## src/rtl/mdu_pkg.sv

```systemverilog
// Shared types and constants for the iterative multiply/divide unit.
// The divider datapath is only built when MDU_DIV_EN is defined.
package mdu_pkg;

  localparam int MDU_DEFAULT_WIDTH = 32;

  typedef enum logic [2:0] {
    OP_MULT  = 3'd0,
    OP_MULTU = 3'd1,
    OP_DIV   = 3'd2,
    OP_DIVU  = 3'd3,
    OP_MTHI  = 3'd4,
    OP_MTLO  = 3'd5,
    OP_RSV6  = 3'd6,
    OP_RSV7  = 3'd7
  } mdu_op_e;

  typedef enum logic [1:0] {
    ST_IDLE = 2'd0,
    ST_RUN  = 2'd1,
    ST_FIX  = 2'd2,
    ST_DONE = 2'd3
  } mdu_state_e;

endpackage

```

## src/rtl/mdu_iter_core.sv

```systemverilog
// Shared 2*WIDTH accumulator: one unsigned shift-add (multiply) or restoring
// shift-subtract (divide, only with MDU_DIV_EN) step per enabled cycle.
module mdu_iter_core
  import mdu_pkg::*;
#(
  parameter int WIDTH = MDU_DEFAULT_WIDTH
) (
  input  logic               clk,
  input  logic               rst_n,
  input  logic               load,
  input  logic               step,
`ifdef MDU_DIV_EN
  input  logic               div_mode,
`endif
  input  logic [WIDTH-1:0]   opa,
  input  logic [WIDTH-1:0]   opb,
  output logic [2*WIDTH-1:0] acc,
  output logic               last
);

  localparam int CW = $clog2(WIDTH) + 1;

  logic [WIDTH-1:0]   opb_q;
  logic [CW-1:0]      count;
  logic [2*WIDTH-1:0] acc_next;
  logic [WIDTH:0]     add_sum;
`ifdef MDU_DIV_EN
  logic [WIDTH:0]     rem_wide;
  logic [WIDTH+1:0]   diff;
`endif

  assign last = (count == CW'(WIDTH - 1));

  // Multiply: low half holds the multiplier, partial product grows in the high half.
  // Divide: low half holds the dividend/quotient, high half the partial remainder.
  always_comb begin
    add_sum  = {1'b0, acc[2*WIDTH-1:WIDTH]} + (acc[0] ? {1'b0, opb_q} : '0);
    acc_next = {add_sum, acc[WIDTH-1:1]};
`ifdef MDU_DIV_EN
    rem_wide = acc[2*WIDTH-1:WIDTH-1];
    diff     = {1'b0, rem_wide} - {2'b00, opb_q};
    if (div_mode) begin
      if (diff[WIDTH+1]) begin
        acc_next = {rem_wide[WIDTH-1:0], acc[WIDTH-2:0], 1'b0};
      end else begin
        acc_next = {diff[WIDTH-1:0], acc[WIDTH-2:0], 1'b1};
      end
    end
`endif
  end

  always_ff @(posedge clk or negedge rst_n) begin
    if (!rst_n) begin
      acc   <= '0;
      opb_q <= '0;
      count <= '0;
    end else if (load) begin
      acc   <= {{WIDTH{1'b0}}, opa};
      opb_q <= opb;
      count <= '0;
    end else if (step) begin
      acc   <= acc_next;
      count <= count + CW'(1);
    end
  end

endmodule

```

## src/rtl/mult_div_unit.sv

```systemverilog
// MIPS multiply/divide unit: FSM, operand sign handling and HI/LO registers.
// Define MDU_DIV_EN to build the divider; otherwise DIV/DIVU are one-cycle no-ops.
module mult_div_unit
  import mdu_pkg::*;
#(
  parameter int WIDTH = MDU_DEFAULT_WIDTH
) (
  input  logic             clk,
  input  logic             rst_n,
  input  logic             start,
  input  logic [2:0]       op,
  input  logic [WIDTH-1:0] a,
  input  logic [WIDTH-1:0] b,
  output logic             busy,
  output logic             done,
  output logic [WIDTH-1:0] hi,
  output logic [WIDTH-1:0] lo,
  output logic             div_by_zero
);

  mdu_state_e         state, state_next;
  mdu_op_e            op_code;
  logic               accept, is_mul, signed_op;
  logic               a_neg, b_neg, neg_prod;
  logic [WIDTH-1:0]   mag_a, mag_b;
  logic               core_load, core_last;
  logic [2*WIDTH-1:0] acc, prod;
  logic [WIDTH-1:0]   res_hi, res_lo;
`ifdef MDU_DIV_EN
  logic               is_div, div_q, neg_rem, dbz_q;
  logic [WIDTH-1:0]   a_raw;
`endif

  assign op_code   = mdu_op_e'(op);
  assign accept    = start && (state == ST_IDLE);
  assign is_mul    = (op_code == OP_MULT) || (op_code == OP_MULTU);
  assign signed_op = (op_code == OP_MULT) || (op_code == OP_DIV);
  assign a_neg     = signed_op && a[WIDTH-1];
  assign b_neg     = signed_op && b[WIDTH-1];
  assign mag_a     = a_neg ? -a : a;
  assign mag_b     = b_neg ? -b : b;
  assign busy      = (state == ST_RUN) || (state == ST_FIX);
  assign done      = (state == ST_DONE);

`ifdef MDU_DIV_EN
  assign is_div    = (op_code == OP_DIV) || (op_code == OP_DIVU);
  assign core_load = accept && (is_mul || is_div);
`else
  assign core_load = accept && is_mul;
`endif

  mdu_iter_core #(.WIDTH(WIDTH)) u_core (
    .clk      (clk),
    .rst_n    (rst_n),
    .load     (core_load),
    .step     (state == ST_RUN),
`ifdef MDU_DIV_EN
    .div_mode (div_q),
`endif
    .opa      (mag_a),
    .opb      (mag_b),
    .acc      (acc),
    .last     (core_last)
  );

  // Sign information captured at accept so later operand changes cannot leak in.
  always_ff @(posedge clk or negedge rst_n) begin
    if (!rst_n) begin
      neg_prod <= 1'b0;
`ifdef MDU_DIV_EN
      div_q    <= 1'b0;
      neg_rem  <= 1'b0;
      dbz_q    <= 1'b0;
      a_raw    <= '0;
`endif
    end else if (core_load) begin
      neg_prod <= a_neg ^ b_neg;
`ifdef MDU_DIV_EN
      div_q    <= is_div;
      neg_rem  <= a_neg;
      dbz_q    <= is_div && (b == '0);
      a_raw    <= a;
`endif
    end
  end

  always_ff @(posedge clk or negedge rst_n) begin
    if (!rst_n) state <= ST_IDLE;
    else        state <= state_next;
  end

  always_comb begin
    state_next = state;
    case (state)
      ST_IDLE: begin
        if (start) begin
          case (op_code)
            OP_MULT, OP_MULTU: state_next = ST_RUN;
`ifdef MDU_DIV_EN
            OP_DIV, OP_DIVU:   state_next = ST_RUN;
`else
            OP_DIV, OP_DIVU:   state_next = ST_DONE;
`endif
            OP_MTHI, OP_MTLO:  state_next = ST_DONE;
            default:           state_next = ST_IDLE;
          endcase
        end
      end
      ST_RUN:  if (core_last) state_next = ST_FIX;
      ST_FIX:  state_next = ST_DONE;
      ST_DONE: state_next = ST_IDLE;
      default: state_next = ST_IDLE;
    endcase
  end

  // Magnitude result from the core, sign-corrected; divide by zero overrides both halves.
  always_comb begin
    prod   = neg_prod ? -acc : acc;
    res_hi = prod[2*WIDTH-1:WIDTH];
    res_lo = prod[WIDTH-1:0];
`ifdef MDU_DIV_EN
    if (div_q) begin
      res_lo = neg_prod ? -acc[WIDTH-1:0] : acc[WIDTH-1:0];
      res_hi = neg_rem ? -acc[2*WIDTH-1:WIDTH] : acc[2*WIDTH-1:WIDTH];
      if (dbz_q) begin
        res_lo = '1;
        res_hi = a_raw;
      end
    end
`endif
  end

  always_ff @(posedge clk or negedge rst_n) begin
    if (!rst_n) begin
      hi <= '0;
      lo <= '0;
    end else if (state == ST_FIX) begin
      hi <= res_hi;
      lo <= res_lo;
    end else if (accept && (op_code == OP_MTHI)) begin
      hi <= a;
    end else if (accept && (op_code == OP_MTLO)) begin
      lo <= a;
    end
  end

`ifdef MDU_DIV_EN
  always_ff @(posedge clk or negedge rst_n) begin
    if (!rst_n) div_by_zero <= 1'b0;
    else        div_by_zero <= (state == ST_FIX) && dbz_q;
  end
`else
  assign div_by_zero = 1'b0;
`endif

endmodule

```

## config.mk

```make
export PLATFORM = sky130hd
export DESIGN_NAME = mult_div_unit
export DESIGN_NICKNAME = d
export VERILOG_FILES = /design/src/rtl/mdu_pkg.sv /design/src/rtl/mdu_iter_core.sv /design/src/rtl/mult_div_unit.sv
export SDC_FILE = /design/constraint.sdc
export NUM_CORES = 1
export LEC_CHECK = 0
export ABC_AREA = 0
export CORE_MARGIN = 5
export CORE_UTILIZATION = 58
export DETAILED_ROUTE_END_ITERATION = 10
export GPL_TIMING_DRIVEN = 0
export PLACE_DENSITY = 0.93
export SLEW_MARGIN = 20
export SYNTH_ARGS = -nofsm -noshare
export SYNTH_HDL_FRONTEND = slang
export SYNTH_SLANG_ARGS = --single-unit
```

## constraint.sdc

```tcl
create_clock -name clk -period 3.8 [get_ports clk]
set_clock_uncertainty 0.1 [all_clocks]
set_input_delay 0.76 -clock clk [delete_from_list [all_inputs] [get_ports clk]]
set_output_delay 0.76 -clock clk [all_outputs]
set_load 0.01 [all_outputs]
```

# Word level (Yosys, flattened, before mapping)
# Cells that the tools add are included.
[word_totals]
reg_bits = 169
latch_bits = 0
ramBits = 0
mem_bits_ro = 0
inputBits = 70
out_inout_bits = 67
word_cells = 60
n_memories = 0
[classes]
n_addsub = 5
mul = 0
div_mod_pow = 0
magnitude_cmp = 0
n_eq_ne = 12
n_shift = 0
mux = 17
bitwise = 1
n_reduce_logical = 18
[op_table]
columns = ["operator", "n"]
rows = [
  ["two-way mux 32 bit", 8],
  ["two-way mux 64 bit", 3],
  ["negation 32 bit", 2],
  ["negation 64 bit", 1],
  ["adder 32 x 33 -> 33 bit", 1],
  ["two-way mux 6 bit", 2],
  ["one-hot mux 2 bit (4 select lines)", 1],
  ["adder 6 x 1 -> 6 bit, second input constant", 1],
  ["equality test 3 x 2 -> 1 bit, second input constant", 2],
  ["equality test 3 bit, second input constant", 2],
  ["equality test 6 x 5 -> 1 bit, second input constant", 1],
  ["logical AND 1 bit", 6],
  ["inequality test 2 bit, second input constant", 3],
  ["nonzero test 2 bit", 3],
  ["equality test 2 bit, second input constant", 2],
  ["two-way mux 2 bit", 2],
  ["one-hot mux 2 bit (2 select lines)", 1],
  ["AND reduction 2 bit", 2],
  ["OR reduction 4 bit", 1],
  ["equality test 3 x 1 -> 1 bit, second input constant", 1],
  ["logical NOT 3 bit", 1],
  ["logical OR 1 bit", 3],
  ["equality test 2 x 1 -> 1 bit, second input constant", 1],
  ["logical NOT 2 bit", 1],
  ["2 further kinds", 2],
]

# Depth between registers and ports, before layout
[logic_depth]
ltp_word = 6
ltp_mapped = 12
depth_no_buf = 10

# Hierarchy
# From an unflattened synthesis, not the netlist that was laid out.
[unflattened]
cells_unflattened = 1372
area_unflattened_um2 = 12308.1
[by_module_without_submodules]
columns = ["mod", "instances", "cells_each", "area_per_inst_um2", "seq_area_each_um2"]
rows = [
  ["mdu_iter_core", 1, 655, 6200.9, 2552.4],
  ["mult_div_unit", 1, 717, 6107.1, 1676.6],
]

# Worst setup path after synthesis
# Ideal clock, no wire load.
[synth_path]
path_type = "reg2reg"
start = "register u_core.acc[0]"
end = "register u_core.acc[61]"
setup_ps = 122
t_arrival_ps = 2932
t_required_ps = 3578
slack_ps = 646
stages_incl_launch_ff = 13
n_path_buf = 2
synth_period_minus_slack_ps = 3154
path_cell_list = "dfrtp_1 > clkbuf_1 > clkbuf_1 > and2_1 > ha_1 > fa_1 > a211oi_1 > o21ai_0 > nand3_1 > a31oi_1 > o21a_1 > or3_1 > a32o_1"
[synth_between]
elab_chain_len = 4
[synth_lines]
columns = ["element", "line_no", "text"]
rows = [
  ["start, declared", "mdu_iter_core.sv:17", "output logic [2*WIDTH-1:0] acc,"],
  ["start signal, assigned", "mdu_iter_core.sv:58", "acc <= {{WIDTH{1'b0}}, opa};"],
  ["start signal, assigned", "mdu_iter_core.sv:62", "acc <= acc_next;"],
  ["two-way mux 32 bit", "mdu_iter_core.sv:37", "add_sum = {1'b0, acc[2*WIDTH-1:WIDTH]} + (acc[0] ? {1'b0, opb_q} : '0);"],
  ["adder 32 x 33 -> 33 bit", "mdu_iter_core.sv:37", ""],
  ["two-way mux 64 bit", "mdu_iter_core.sv:61", "end else if (step) begin"],
  ["two-way mux 64 bit", "mdu_iter_core.sv:57", "end else if (load) begin"],
]
# Every way passes these cells. The select of a mux whose other input is x is not followed.
# A chain may end at the register's enable or synchronous reset.

# Worst setup path in the final report
# Ends and elaborated chain as after synthesis.

==> flow_metrics.py <==
metrics = {
    "route": {
        "drt-wirelength-per-cell_um": 20.6,
        "wirelength_um": 37900,
        "drt_first_iter_violations": 1292,
        "drt.antenna.violating_nets": 0,
        "first_pass_iters": 7,
        "routed-via-count": 11674,
        "detail_route.vias_per_cell": 6.37,
        "drt_drc_violations_left": 0,
    },
    "grt": {
        "grt_util_all_layers_pct": 31.7,
        "grt_max_degree": 89,
        "first_global_vias": 11689,
        "grt_remaining_overflow": 0,
        "grt_antenna_before_repair": 0,
        "grt_first_pass_wirelength_um": 60800,
    },
    "power_and_ir_drop": {
        "power_dissipated_by_switching_net_loads_w": 0.00545,
        "comb_pwr_share_pct": 54.8,
        "power.share.switching_pct": 45.5,
        "power_frac_seq_pct": 30.5,
        "power.share.clock_pct": 14.7,
        "cellPowerDensity_nw_per_um2": 838,
        "post-layout-total-power_w": 0.0120,
        "power.leakage_nw": 5.74,
        "cell_internal_pwr_w": 0.00653,
        "worst_ir_drop_vdd_uv": 387,
    },
    "cts": {
        "path_clk_slew_ps": 70,
        "root_buffer": "sky130_fd_sc_hd__clkbuf_16",
        "cts_htree_levels": 4,
        "cts_sink_cnt": 169,
        "clock_tree_from_tritoncts": "done",
        "cts_post_setup_buffers_inserted": 0,
        "cts_inserted_buffers": 17,
        "worst_skew_pair.late_latency_ps": 440,
        "clock_path_buffers": 2,
    },
    "timing": {
        "max_clock_freq_ghz": 0.273,
        "timing.final.max_slew_violations": 0,
        "setup_total_negative_slack_ps": 0,
        "max_slew.worst_pin.slew_ps": 945,
        "timing.slew.headroom_pct": 36.8,
        "count_of_endpoints_failing_setup_in_the_final_report": 0,
        "hold_viol": 0,
        "grt_setup_unrepaired": "no",
        "final_min_period_over_clock_period_pct": 96.5,
        "period_needed_ps": 3670,
    },
    "critical_path": {
        "timing.critical_path.from_type": "flip-flop",
        "critical_path.cell_chain": "buf_2 -> and2_1 -> ha_1 -> fa_1 -> a211oi_2 -> o21ai_0 -> nand3_1 -> a31oi_1 -> o21a_1 -> or3_1 -> a32o_1",
        "worst_setup_path_end_kind": "flip-flop",
        "worstPathMaxFanout": 10,
        "worstPathArrival_ps": 3890,
        "critPathKind": "flip-flop to flip-flop",
        "critical_path_required_ps": 4030,
        "critPathSlowestCell": "sky130_fd_sc_hd__dfrtp_2",
        "max_stage_delay_ps": 530,
    },
    "logic_synthesis": {
        "number_of_flops_mapped_to_enable_cells_by_yosys": 0,
        "netlist_top_cells_area": "sky130_fd_sc_hd__dfrtp_1 35%, sky130_fd_sc_hd__xor2_1 6.6%, sky130_fd_sc_hd__o21ai_0 6.2%",
        "ys_seq_area_share_pct": 35.2,
        "asyncSetResetFlopFracSynth_pct": 100,
        "synth_largest_area_cell": "sky130_fd_sc_hd__dfrtp_1",
        "ys_ff_latch": 169,
        "netlist_instances": 1401,
        "syn_area_um2": 12000,
        "synth_area_per_cell_um2": 8.57,
        "post-synth-top-area-fraction_pct": 35.2,
        "synthDistinctLibCells": 68,
        "synth_top_flop_cell": "sky130_fd_sc_hd__dfrtp_1",
        "count_of_warnings_emitted_by_yosys": 0,
        "net_count_after_synthesis": 1515,
    },
    "floorplan": {
        "die_w_um": 154,
        "dieArea_um2": 23700,
        "die_height_um": 154,
        "area_inside_the_core_boundary_um2": 20300,
        "ios": 137,
        "num_rows": 52,
        "initial_utilization_pct": 59.1,
    },
    "flow_run": {
        "max-cap-violations": 0,
    },
    "place": {
        "placed_cells_incl_taps": 1805,
        "numPortBuffers": 132,
        "gp_congestion": 0.966,
        "place_hpwl_um": 28700,
    },
    "outcome": {
        "status": "complete, no violations",
    },
    "worst_hold_path": {
        "worst_hold_path_type": "input port to async pin",
    },
    "final_layout": {
        "antenna-diode-count": 0,
        "layout.filler_cells": 1563,
        "layout-drive-gt1-share_pct": 5.37,
        "nets": 1665,
        "finalCoreUtilization_pct": 70.4,
        "finalNonFillerCells": 1834,
        "synth_to_layout_area_growth_pct": 19.1,
    },
}
==> metal layers <==
layer	wire length, um	vias to the layer above	track usage (%)
met1	14300	5481	39.4
met4	1750	0	13.2
met2	18100	696	53.9
met5	0	-	0
li1	-	5345	-
met3	3770	152	6.49
==> worst max-delay path: cells and delay by family (launching register included) <==
family                   cells  cell delay, ps
flip-flops                   1             530
buffers and inverters        1             270
AO/OA/AOI/OAI                5            1250
adder cells (fa/ha/maj)      2             660
AND/OR/NAND/NOR              3             720
==> timing repair <==
action / 4_1_cts / 5_1_grt
hold buffers: 0 / 0
endpoints found under the setup margin: 9 / 7
hold endpoints to repair: 0 / 0
gates resized for setup: 2 / 3
==> layout make-up <==
| type | instances | area [um2] | area share, % |
|---|---|---|---|
| buffer | 82 | 340 | 2.38 |
| clock buffer | 19 | 443 | 3.10 |
| clock inverter | 13 | 145 | 1.02 |
| inverter | 21 | 78.8 | 0.552 |
| multi-input combinational | 1126 | 7350 | 51.5 |
| sequential | 169 | 4230 | 29.6 |
| tap | 270 | 338 | 2.36 |
| timing repair buffer | 134 | 1360 | 9.53 |
==> placed cells by master (no fill, tap or decap), types with 42 or more instances in the layout <==
cell and instances:
sky130_fd_sc_hd__nand2_1 155, sky130_fd_sc_hd__nor2_1 87, sky130_fd_sc_hd__clkbuf_1 62, sky130_fd_sc_hd__o21ai_0 149
sky130_fd_sc_hd__xnor2_1 50, sky130_fd_sc_hd__ha_1 43, sky130_fd_sc_hd__clkdlybuf4s50_1 131, sky130_fd_sc_hd__nor2b_1 42
sky130_fd_sc_hd__a211oi_1 52, sky130_fd_sc_hd__xor2_1 91, sky130_fd_sc_hd__dfrtp_1 168, sky130_fd_sc_hd__mux2i_1 50
sky130_fd_sc_hd__a21oi_1 106
==> state kept, by name (all words and copies together), names as in the netlist <==
signal,cells
u_core.acc,64
state,2
hi,32
neg_prod,1
u_core.count,6
u_core.opb_q,32
lo,32
==> per-stage QoR <==
stage | worst slack (ps) | hold slack [ps] | area (um2)
final | 134 | 223 | 14300
after CTS | 52.7 | 257 | 14300
after global routing | 25.2 | 292 | 14300
after detailed placement | -250 | 366 | 13700
after global placement | -4800 | 352 | 13700
after floorplan | 646 | 338 | 12000
==> final timing paths <==
kind / from / endpoint / slack (ps) / depth (start not counted)
hold / removal: rst_n / lo[5]$_DFFE_PN0P_ / 220 / 1
hold reg to reg: u_core.opb_q[18]$_DFFE_PN0P_ / u_core.opb_q[18]$_DFFE_PN0P_ / 370 / 2
setup / recovery: u_core.acc[0]$_DFFE_PN0P_ / u_core.acc[61]$_DFFE_PN0P_ / 130 / 11
setup reg to reg: u_core.acc[0]$_DFFE_PN0P_ / u_core.acc[61]$_DFFE_PN0P_ / 130 / 11
max in group asynchronous: rst_n / u_core.opb_q[27]$_DFFE_PN0P_ / 2520 / 2
min in group clk: u_core.opb_q[18]$_DFFE_PN0P_ / u_core.opb_q[18]$_DFFE_PN0P_ / 370 / 2
==> Yosys cell counts (28+ instances only) <==
master / instances
sky130_fd_sc_hd__ha_1: 43
sky130_fd_sc_hd__nand2_1: 155
sky130_fd_sc_hd__o31ai_1: 33
sky130_fd_sc_hd__xor2_1: 91
sky130_fd_sc_hd__nor2b_1: 42
sky130_fd_sc_hd__a21oi_1: 106
sky130_fd_sc_hd__xnor2_1: 50
sky130_fd_sc_hd__o21ai_0: 149
sky130_fd_sc_hd__nand3_1: 28
sky130_fd_sc_hd__a211oi_1: 53
sky130_fd_sc_hd__dfrtp_1: 169
sky130_fd_sc_hd__nor2_1: 87
sky130_fd_sc_hd__mux2i_1: 50
sky130_fd_sc_hd__and2_1: 35
sky130_fd_sc_hd__clkbuf_1: 65
==> logic make-up after synthesis <==
logic type / synth area share [%]
AND/OR/NAND/NOR: 19.1
AO/OA/AOI/OAI: 21.4
flip-flops: 35.2
XOR/XNOR: 10.3
buffers and inverters: 3.58
multiplexers: 5.67
adder cells (fa/ha/maj): 4.65
other: 0.0312
==> power groups by stage <==
stage | clock network (W) | registers [W] | logic (W)
finish | 0.00176 | 0.00366 | 0.00656
global route | 0.00182 | 0.00377 | 0.00715
CTS | 0.00175 | 0.00361 | 0.00646
detailed placement | 0 | 0.00361 | 0.00641
global placement | 0 | 0.00355 | 0.00616
floorplan | 0 | 0.00350 | 0.00414
(Power assumes the default switching activity.)
